File: src/rtl/dmem_arb_pkg.sv
// ----------------------------------------------------------------------------
// dmem_arb_pkg
//
// Shared definitions for the data-memory arbiter:
//   - owner_e    : which requester was granted in the previous cycle
//   - *_DEF      : default address/data widths and burst limit
//   - cnt_width(): width of the saturating burst counter (holds 0..MAX_BURST)
//
// Build option: DMEM_ARB_RR_EN (see dmem_arb_pick) selects burst-limited
// rotation; when undefined the arbiter uses fixed priority (M0 wins).
// ----------------------------------------------------------------------------
package dmem_arb_pkg;

    localparam int ADDR_W_DEF    = 32;
    localparam int DATA_W_DEF    = 32;
    localparam int MAX_BURST_DEF = 4;

    typedef enum logic [1:0] {
        IDLE = 2'd0,
        OWN0 = 2'd1,
        OWN1 = 2'd2
    } owner_e;

    // Counter must represent MAX_BURST itself, hence the +1.
    function automatic int cnt_width(input int max_burst);
        return (max_burst < 1) ? 1 : $clog2(max_burst + 1);
    endfunction

endpackage

File: src/rtl/dmem_arb_pick.sv
// ----------------------------------------------------------------------------
// dmem_arb_pick
//
// Pure combinational grant selection for the two-master data-memory arbiter.
// Produces a one-hot-or-zero grant vector from the previous owner, the
// current burst count and the two request lines.
//
// Ports:
//   owner  in  owner_e       owner granted in the previous cycle
//   cnt    in  [CNT_W-1:0]   consecutive grants to that owner (saturating)
//   req    in  [1:0]         {m1_req, m0_req}
//   gnt    out [1:0]         {m1_gnt, m0_gnt}, never both set
//
// Build option DMEM_ARB_RR_EN:
//   defined   - burst-limited rotation: the current owner keeps the memory
//               while cnt < MAX_BURST, then yields to a waiting master.
//   undefined - fixed priority: M0 always wins a contested cycle; owner and
//               cnt are accepted but not consulted.
// ----------------------------------------------------------------------------
import dmem_arb_pkg::*;

module dmem_arb_pick #(
    parameter int MAX_BURST = MAX_BURST_DEF,
    parameter int CNT_W     = cnt_width(MAX_BURST)
) (
    input  owner_e           owner,
    input  logic [CNT_W-1:0] cnt,
    input  logic [1:0]       req,
    output logic [1:0]       gnt
);

`ifdef DMEM_ARB_RR_EN
    // Burst budget of the current owner is used up.
    logic burst_done;
    assign burst_done = (cnt == CNT_W'(MAX_BURST));

    always_comb begin
        gnt = 2'b00;
        unique case (req)
            2'b01:   gnt = 2'b01;
            2'b10:   gnt = 2'b10;
            2'b11: begin
                unique case (owner)
                    OWN0:    gnt = burst_done ? 2'b10 : 2'b01;
                    OWN1:    gnt = burst_done ? 2'b01 : 2'b10;
                    default: gnt = 2'b01;   // nobody owned last cycle: M0 first
                endcase
            end
            default: gnt = 2'b00;
        endcase
    end
`else
    // Fixed priority ignores history; fold it into a dummy so the inputs
    // stay on the port list for drop-in swapping with the rotating variant.
    logic unused_fixed;
    assign unused_fixed = ^{owner, cnt, CNT_W'(MAX_BURST)};

    always_comb begin
        gnt = 2'b00;
        if (req[0]) begin
            gnt = 2'b01;
        end else if (req[1]) begin
            gnt = 2'b10;
        end
    end
`endif

endmodule

File: src/rtl/dmem_arbiter.sv
// ----------------------------------------------------------------------------
// dmem_arbiter
//
// Shares a single-port data memory (combinational read, write on clock edge)
// between the core load/store unit (M0) and a DMA/debug requester (M1).
// At most one access is granted per cycle, in the same cycle as the request.
// Reads return through one shared registered data word one cycle after the
// grant; writes complete on the edge that ends the grant cycle.
//
// Parameters: ADDR_W, DATA_W, MAX_BURST (>=1)
//
// Ports:
//   clk                 in   single clock, rising edge
//   rst_n               in   synchronous active-low reset
//   m0_req / m1_req     in   request, held until granted
//   m0_we  / m1_we      in   1 = write, 0 = read
//   m0_addr/ m1_addr    in   byte address, passed through unmodified
//   m0_wdata/m1_wdata   in   write data
//   m0_gnt / m1_gnt     out  access performed this cycle (combinational)
//   m0_rvalid/m1_rvalid out  read data valid, one cycle after a read grant
//   m0_rdata/ m1_rdata  out  shared read data register, qualified by rvalid
//   mem_read/mem_write  out  memory strobes
//   mem_addr/mem_wdata  out  muxed address / write data (0 when idle)
//   mem_rdata           in   memory read data (combinational)
//
// Build option DMEM_ARB_RR_EN: burst-limited rotation instead of fixed
// M0 priority (selected inside dmem_arb_pick).
// ----------------------------------------------------------------------------
import dmem_arb_pkg::*;

module dmem_arbiter #(
    parameter int ADDR_W    = ADDR_W_DEF,
    parameter int DATA_W    = DATA_W_DEF,
    parameter int MAX_BURST = MAX_BURST_DEF
) (
    input  logic              clk,
    input  logic              rst_n,

    input  logic              m0_req,
    input  logic              m0_we,
    input  logic [ADDR_W-1:0] m0_addr,
    input  logic [DATA_W-1:0] m0_wdata,
    output logic              m0_gnt,
    output logic              m0_rvalid,
    output logic [DATA_W-1:0] m0_rdata,

    input  logic              m1_req,
    input  logic              m1_we,
    input  logic [ADDR_W-1:0] m1_addr,
    input  logic [DATA_W-1:0] m1_wdata,
    output logic              m1_gnt,
    output logic              m1_rvalid,
    output logic [DATA_W-1:0] m1_rdata,

    output logic              mem_read,
    output logic              mem_write,
    output logic [ADDR_W-1:0] mem_addr,
    output logic [DATA_W-1:0] mem_wdata,
    input  logic [DATA_W-1:0] mem_rdata
);

    localparam int               CNT_W   = cnt_width(MAX_BURST);
    localparam logic [CNT_W-1:0] CNT_MAX = CNT_W'(MAX_BURST);
    localparam logic [CNT_W-1:0] CNT_ONE = CNT_W'(1);

    owner_e            owner_reg, owner_next;
    logic [CNT_W-1:0]  cnt_reg, cnt_next, cnt_inc;
    logic [1:0]        rvalid_reg, rvalid_next;
    logic [DATA_W-1:0] rdata_reg, rdata_next;

    logic [1:0]        req_vec;
    logic [1:0]        pick_gnt;
    logic [1:0]        gnt;
    logic [1:0]        rvalid_out;

    assign req_vec = {m1_req, m0_req};

    dmem_arb_pick #(
        .MAX_BURST (MAX_BURST),
        .CNT_W     (CNT_W)
    ) u_pick (
        .owner (owner_reg),
        .cnt   (cnt_reg),
        .req   (req_vec),
        .gnt   (pick_gnt)
    );

    // Reset masks grants combinationally so no memory write can slip through
    // in a reset cycle, and masks rvalid so a read response already queued
    // for the cycle in which reset arrives is dropped rather than delivered.
    genvar gi;
    for (gi = 0; gi < 2; gi++) begin : g_port
        assign gnt[gi]        = pick_gnt[gi]   & rst_n;
        assign rvalid_out[gi] = rvalid_reg[gi] & rst_n;
    end

    assign cnt_inc = (cnt_reg == CNT_MAX) ? cnt_reg : cnt_reg + CNT_ONE;

    // ------------------------------------------------------------------
    // State register
    // ------------------------------------------------------------------
    always_ff @(posedge clk) begin
        if (!rst_n) begin
            owner_reg  <= IDLE;
            cnt_reg    <= '0;
            rvalid_reg <= 2'b00;
            rdata_reg  <= '0;
        end else begin
            owner_reg  <= owner_next;
            cnt_reg    <= cnt_next;
            rvalid_reg <= rvalid_next;
            rdata_reg  <= rdata_next;
        end
    end

    // ------------------------------------------------------------------
    // Next-state logic
    // ------------------------------------------------------------------
    always_comb begin
        owner_next  = IDLE;
        cnt_next    = '0;
        rvalid_next = 2'b00;
        rdata_next  = rdata_reg;

        if (gnt[0]) begin
            owner_next = OWN0;
            cnt_next   = (owner_reg == OWN0) ? cnt_inc : CNT_ONE;
        end else if (gnt[1]) begin
            owner_next = OWN1;
            cnt_next   = (owner_reg == OWN1) ? cnt_inc : CNT_ONE;
        end

        // Capture the memory's combinational read data and steer the
        // response strobe to whichever master was granted the read.
        if (mem_read) begin
            rdata_next  = mem_rdata;
            rvalid_next = gnt;
        end
    end

    // ------------------------------------------------------------------
    // Output logic
    // ------------------------------------------------------------------
    always_comb begin
        m0_gnt    = gnt[0];
        m1_gnt    = gnt[1];
        m0_rvalid = rvalid_out[0];
        m1_rvalid = rvalid_out[1];
        m0_rdata  = rdata_reg;
        m1_rdata  = rdata_reg;

        mem_read  = 1'b0;
        mem_write = 1'b0;
        mem_addr  = '0;
        mem_wdata = '0;

        if (gnt[0]) begin
            mem_addr  = m0_addr;
            mem_wdata = m0_wdata;
            mem_write = m0_we;
            mem_read  = ~m0_we;
        end else if (gnt[1]) begin
            mem_addr  = m1_addr;
            mem_wdata = m1_wdata;
            mem_write = m1_we;
            mem_read  = ~m1_we;
        end
    end

endmodule

File: config.mk
export PLATFORM = sky130hd
export DESIGN_NAME = dmem_arbiter
export DESIGN_NICKNAME = d
export VERILOG_FILES = /design/src/rtl/dmem_arb_pkg.sv /design/src/rtl/dmem_arb_pick.sv /design/src/rtl/dmem_arbiter.sv
export SDC_FILE = /design/constraint.sdc
export NUM_CORES = 1
export LEC_CHECK = 0
export ABC_AREA = 1
export CAP_MARGIN = 20
export CORE_ASPECT_RATIO = 0.5
export CORE_MARGIN = 8
export CORE_UTILIZATION = 25
export DETAILED_ROUTE_END_ITERATION = 7
export GPL_ROUTABILITY_DRIVEN = 0
export PLACE_DENSITY = 0.79
export SYNTH_ARGS = -nofsm -noshare
export SYNTH_HDL_FRONTEND = slang
export SYNTH_SLANG_ARGS = --single-unit
File: constraint.sdc
create_clock -name clk -period 2.1 [get_ports clk]
set_clock_uncertainty 0.05 [all_clocks]
set_input_delay 0.21 -clock clk [delete_from_list [all_inputs] [get_ports clk]]
set_output_delay 0.21 -clock clk [all_outputs]
set_load 0.05 [all_outputs]
==> impl_metrics.json, run 1 <==
{
  "whs_ps": 472,
  "drt_first_pass_iters": 4,
  "outcome": "finished, final reports clean",
  "yosysTopAreaCellShare_pct": 28.1,
  "period_minus_slack_ps": 2020,
  "pwr_density_cell_mw_per_mm2": 535,
  "worst_slew_pin_slew_ps": 545,
  "nets": 760,
  "fp.dieArea_mm2": 0.0133,
  "worst_setup_path_start_kind": "primary input",
  "r2r_end": "m0_rdata[25]",
  "rsz0062_at_grt": "no",
  "end_kind": "primary output",
  "clock_path_buffers": 2,
  "yosys_warnings": 0,
  "slowest_stage": "clkdlybuf4s50_1",
  "synthesis.area_per_instance_um2": 7.15,
  "total_power_mw": 3.32,
  "critical_path.endpoint": "mem_addr[2]",
  "post-place-ws_ps": 53.7,
  "tns_ps": 0,
  "crit_path_frequent_cell": "buf_12",
  "grt_max_degree": 52,
  "cp_cell_sequence": "clkdlybuf4s50_1 > nand2_1 > inv_2 > buf_12 > a22o_1 > buf_12",
  "rr_worst_depth": 4,
  "rows": 25,
  "start_util_pct": 25.6,
  "worstSkewPairLatency_ps": 270,
  "via_per_inst": 4.58,
  "tritoncts": "yes",
  "setup_slack_ps": 84.6,
  "clock_power_share_pct": 25.5,
  "io_pins": 300,
  "path_class": "primary input to primary output",
  "area_growth_syn_to_layout_pct": 156,
  "grt_pass1_wl_um": 22000,
  "drtIter0Drc": 225,
  "crit_arrival_ps": 1760,
  "portBuffers": 299,
  "synthTopCellsByArea": "dfxtp_1 28%, a22o_1 23%, buf_4 11%",
  "combPwrFrac_pct": 52.5,
  "ys_seq_elements": 34,
  "p_switching_mw": 1.25,
  "critical_path.startpoint": "rst_n",
  "critical_path_depth": 6,
  "path_delay_family": "buffers and inverters",
  "fin_crit_sh_pct": 96.0,
  "ir_drop_uv": 344,
  "cts_buffers": 5,
  "p_leak_nw": 2.63,
  "antenna_found_initial": 0,
  "synth_nets": 505,
  "hold_buffers": 0,
  "cap_viol_max_count": 0,
  "largest_reg_flops": 32,
  "post_cts_resized": 0,
  "dp_hpwl_um": 13300,
  "path_max_fanout": 51,
  "wl_per_cell_um": 21.2,
  "r2r-start": "m0_rdata[25]",
  "finalSetupViolCount": 0,
  "swShare_pct": 37.6,
  "layout-drive-gt1-share_pct": 16.3,
  "drcViolationCount": 0,
  "fp.coreArea_mm2": 0.00945,
  "seqPwrFrac_pct": 22.0,
  "p_int_mw": 2.07,
  "ant_nets": 0,
  "grt_pass1_vias": 3413,
  "dieHeight_um": 85.6,
  "clk_transition_reported_paths_ps": 60,
  "yosysTopAreaCell": "dfxtp_1",
  "cpPeakStageDelay_ps": 560,
  "vias": 3346,
  "ys_seq_area_share_pct": 28.1,
  "diodes": 0,
  "post_cts_buffers": 0,
  "hold_viol": 0,
  "holdCritPathClass": "primary input to flip-flop",
  "required_ps": 1840,
  "drt-total-wl_um": 15500,
  "fin_util_pct": 65.6,
  "grt.total_usage_pct": 21.8,
  "rrSetupSlack_ps": 1310,
  "slew_headroom_pct": 63.5,
  "syn-cell-area_mm2": 0.00242,
  "path_buf_inv": 4,
  "grt_overflow": 0,
  "htree_levels": 2,
  "fmax_mhz": 496,
  "slew_violations": 0,
  "root_buffer": "clkbuf_16",
  "clock-sinks": 34,
  "synth_cell_type_count": 15,
  "die_w_um": 155,
  "syn_inst": 339
}
==> final cells by class <==
type	instances	area, µm²
inverters	39	146
fillers	759	3250
flip-flops and latches	34	681
well taps	135	169
clock inverters	3	45.0
clock buffers	5	125
repair buffers	312	3850
multi-input cells	202	1180
==> synthesized netlist by cell type (all sizes together) <==
master	count
nand3	32
a21oi	32
a22o	64
dfxtp	34
nand2	40
buf	59
nor2	33
clkbuf	5
inv	39
o21ai	1
==> stage by stage <==
step,instances,instance area (µm²)
2_1_floorplan,339,2420
3_3_place_gp,722,6020
3_5_place_dp,722,6020
4_1_cts,730,6190
5_1_grt,730,6200
6_report,730,6200
==> placed cells by master, fill, tap and decap left out, drive strengths merged <==
master         instances
inv                   39
o21ai                  1
a22o                  64
a21oi                 32
nand3                 32
dfxtp                 34
clkinvlp               2
clkbuf                 5
buf                   83
nor2                  33
nand2                 40
clkdlybuf4s50        229
bufinv                 1
==> cells by family after synthesis <==
logic type	share of synthesized area, %
simple gates	18.3
buf+inv	23.6
compound gates	30.0
flops	28.1
==> worst reg2reg max path: cells and delay by family, from the launching register on <==
kind	cells	cell delay, ps
flops	1	380
buf+inv	1	60
simple gates	3	230
==> how the worst min path moves through the flow <==
stage / startpoint / cells past startpoint / end / slack [ps]
after floorplan: mem_rdata[0] / 2 / m0_rdata[0] / 290
after global placement: m0_rdata[10] / 4 / m0_rdata[10] / 490
after detailed placement: m0_rdata[16] / 4 / m0_rdata[16] / 500
after CTS: mem_rdata[19] / 3 / m0_rdata[19] / 470
after global routing: mem_rdata[23] / 3 / m0_rdata[23] / 490
final: mem_rdata[19] / 3 / m0_rdata[19] / 470
==> routing by layer <==
metal,vias to the layer above,global-route usage (%),share of wire [%],wire [µm]
met5,-,0,0,0
met4,0,3.06,0.78,121
met3,8,4.71,5.6,865
met2,109,43.6,58,8940
met1,1604,23.6,36,5570
li1,1625,-,-,-
==> power by group through the flow <==
stage | Clock (mW) | Combinational (mW) | Sequential [mW]
finish | 0.846 | 1.74 | 0.728
global route | 0.892 | 1.81 | 0.733
CTS | 0.864 | 1.75 | 0.729
detailed placement | 0 | 1.74 | 0.742
global placement | 0 | 1.73 | 0.739
floorplan | 0 | 0.731 | 0.885
(Power assumes the default switching activity.)
==> run 2: changes to the inputs <==
- ABC_AREA: 1 -> unset
- HOLD_SLACK_MARGIN: unset -> 0.15
- PLACE_DENSITY: 0.79 -> 0.8
==> run 2 against run 1 <==
  * Largest power group unchanged
  * Wire length shrank 4.9%
  * Sequential power down 2%
  * Final area shrank 2.0%
  * Clock power shrank 17%
  * Largest cell class unchanged
==> impl_metrics.json, run 2 <==
{
  "hold_viol": 0,
  "ys_seq_area_share_pct": 28.9,
  "slew_headroom_pct": 64.3,
  "vias": 3106,
  "path_class": "primary input to primary output",
  "ys_seq_elements": 34,
  "slew_violations": 0,
  "fp.dieArea_mm2": 0.0130,
  "nets": 696,
  "tritoncts": "yes",
  "critical_path.startpoint": "m1_req",
  "yosysTopAreaCell": "dfxtp_1",
  "htree_levels": 2,
  "dp_hpwl_um": 12700,
  "holdCritPathClass": "flip-flop to flip-flop",
  "final_common_cell": "clkdlybuf4s50_1",
  "area_growth_syn_to_layout_pct": 158,
  "fin_util_pct": 65.4,
  "rsz0062_at_grt": "no",
  "slowest_stage": "clkdlybuf4s50_1",
  "synth_common_cells": "65 x a22o_1, 35 x buf_4, 34 x dfxtp_1",
  "synth-edff-count": 0,
  "p_int_mw": 1.92,
  "die_w_um": 153,
  "tns_ps": 0,
  "cpPeakStageDelay_ps": 520,
  "via_per_inst": 4.76,
  "syn_inst": 272,
  "hold_path_depth": 2,
  "cp_cell_sequence": "clkdlybuf4s50_1 > and3b_2 > buf_4 > a22o_1 > buf_12",
  "path_max_fanout": 20,
  "hold_buffers": 0,
  "synthTopCellsByArea": "dfxtp_1 29%, a22o_1 24%, buf_4 11%",
  "antenna_found_initial": 0,
  "outcome": "finished, final reports clean",
  "rr_worst_depth": 2,
  "synthesis.area_per_instance_um2": 8.65,
  "r2r-start": "m0_rdata[18]",
  "period_minus_slack_ps": 1920,
  "grt.total_usage_pct": 21.3,
  "combPwrFrac_pct": 53.5,
  "clock-sinks": 34,
  "cts_buffers": 5,
  "root_buffer": "clkbuf_16",
  "dieHeight_um": 84.6,
  "synth_nets": 438,
  "worstSkewPairLatency_ps": 270,
  "fin_crit_sh_pct": 91.6,
  "p_switching_mw": 1.13,
  "async_flop_share_pct": 0,
  "fmax_mhz": 520,
  "rows": 25,
  "synth_cell_type_count": 18,
  "portBuffers": 299,
  "synth-main-ff-cell": "dfxtp_1",
  "final_cell_mix": "229 x clkdlybuf4s50_1, 74 x buf_12, 65 x a22o_1",
  "clk_transition_reported_paths_ps": 60,
  "finalSetupViolCount": 0,
  "ir_drop_uv": 276,
  "ant_nets": 0,
  "crit_arrival_ps": 1660,
  "fp.coreArea_mm2": 0.00929,
  "grt_pass1_wl_um": 21400,
  "wl_per_cell_um": 22.6,
  "largest_reg_flops": 32,
  "yosys_warnings": 0,
  "grt_pass1_vias": 3306,
  "drcViolationCount": 0,
  "yosysTopAreaCellShare_pct": 28.9,
  "critical_path_depth": 5,
  "pwr_density_cell_mw_per_mm2": 502,
  "fill_cells": 725,
  "hold_start": "m0_rdata[8]",
  "swShare_pct": 37.2,
  "clock_path_buffers": 2,
  "start_util_pct": 25.3,
  "post_cts_buffers": 0,
  "post_cts_resized": 0,
  "worst_setup_path_start_kind": "primary input",
  "cap_viol_max_count": 0,
  "worst_slew_pin_slew_ps": 534,
  "p_leak_nw": 2.33,
  "diodes": 0,
  "layout-drive-gt1-share_pct": 18.5,
  "path_buf_inv": 3,
  "drt-total-wl_um": 14700,
  "end_kind": "primary output",
  "required_ps": 1840,
  "io_pins": 300,
  "path_delay_family": "buffers and inverters",
  "clock_power_share_pct": 23.0,
  "seqPwrFrac_pct": 23.5,
  "syn-cell-area_mm2": 0.00235,
  "grt_overflow": 0,
  "grt_max_degree": 36,
  "drt_first_pass_iters": 4,
  "drtIter0Drc": 237,
  "synth_most_common_cell": "a22o_1"
}
==> run 2: cell count changes after synthesis, sizes merged, moves of 2 or more <==
| cell | delta |
|---|---|
| clkbuf | +3 |
| nor2b | +2 |
| nand2 | -40 |
| a21oi | -32 |
| a21boi | +33 |
| nor2 | -33 |
| inv | -39 |
| o21ai | +31 |
| and2 | +3 |
==> run 2: metrics by stage <==
| stage | hold slack, ps | cell area [µm²] | power (mW) | cells | setup WS, ps |
|---|---|---|---|---|---|
| final | 429 | 6080 | 3.05 | 652 | 176 |
| after global routing | 447 | 6080 | 3.16 | 652 | 108 |
| after CTS | 432 | 6080 | 3.06 | 652 | 182 |
| after detailed placement | 425 | 5930 | 2.36 | 644 | 193 |
| after global placement | 414 | 5930 | 2.35 | 644 | 204 |
| after floorplan | 232 | 2350 | 1.52 | 272 | 202 |
==> run 2: worst min-delay path, stage by stage, from the launching register on <==
cell and delay (ps):
dfxtp_1 320, nand3_1 60, a21boi_1 50
==> run 2: worst paths after layout <==
| check | endpoint | slack, ps |
|---|---|---|
| setup / recovery | mem_addr[4] | 180 |
| hold / removal | m0_rdata[8] | 430 |
| setup reg to reg | m0_rdata[18] | 1370 |
| hold reg to reg | m0_rdata[8] | 430 |
==> run 2: power by group through the flow <==
stage                     Clock (mW)  Combinational [mW]  Sequential (mW)
after global placement             0                1.62            0.726
after floorplan                    0               0.672            0.843
after detailed placement           0                1.63            0.730
after CTS                      0.710                1.64            0.716
after global routing           0.760                1.68            0.719
final                          0.702                1.63            0.716
==> run 2: area by class of cell <==
| type | instances | area, µm² | share of cell area [%] |
|---|---|---|---|
| clock inverter | 2 | 13.8 | 0.227 |
| timing repair buffer | 317 | 3880 | 63.8 |
| multi-input combinational | 172 | 1220 | 20.1 |
| tap | 121 | 151 | 2.49 |
| clock buffer | 6 | 129 | 2.12 |
| sequential | 34 | 681 | 11.2 |
==> run 2: per-layer routing <==
metal	up-vias	part of all wire, %	track usage, %
li1	1505	-	-
met2	89	55	39.9
met5	-	0	0
met1	1491	39	24.3
met4	0	1.7	4.99
met3	21	4.5	4.51
==> run 2: kinds of logic (layout without fill, tap and decap cells) <==
| family | Yosys count | in the layout | share of synthesized area (%) |
|---|---|---|---|
| AOI/OAI and AO/OA | 130 | 130 | 41.5 |
| buffers and inverters | 66 | 325 | 19.5 |
| and+or+nand+nor | 42 | 42 | 10.1 |
| DFF | 34 | 34 | 28.9 |
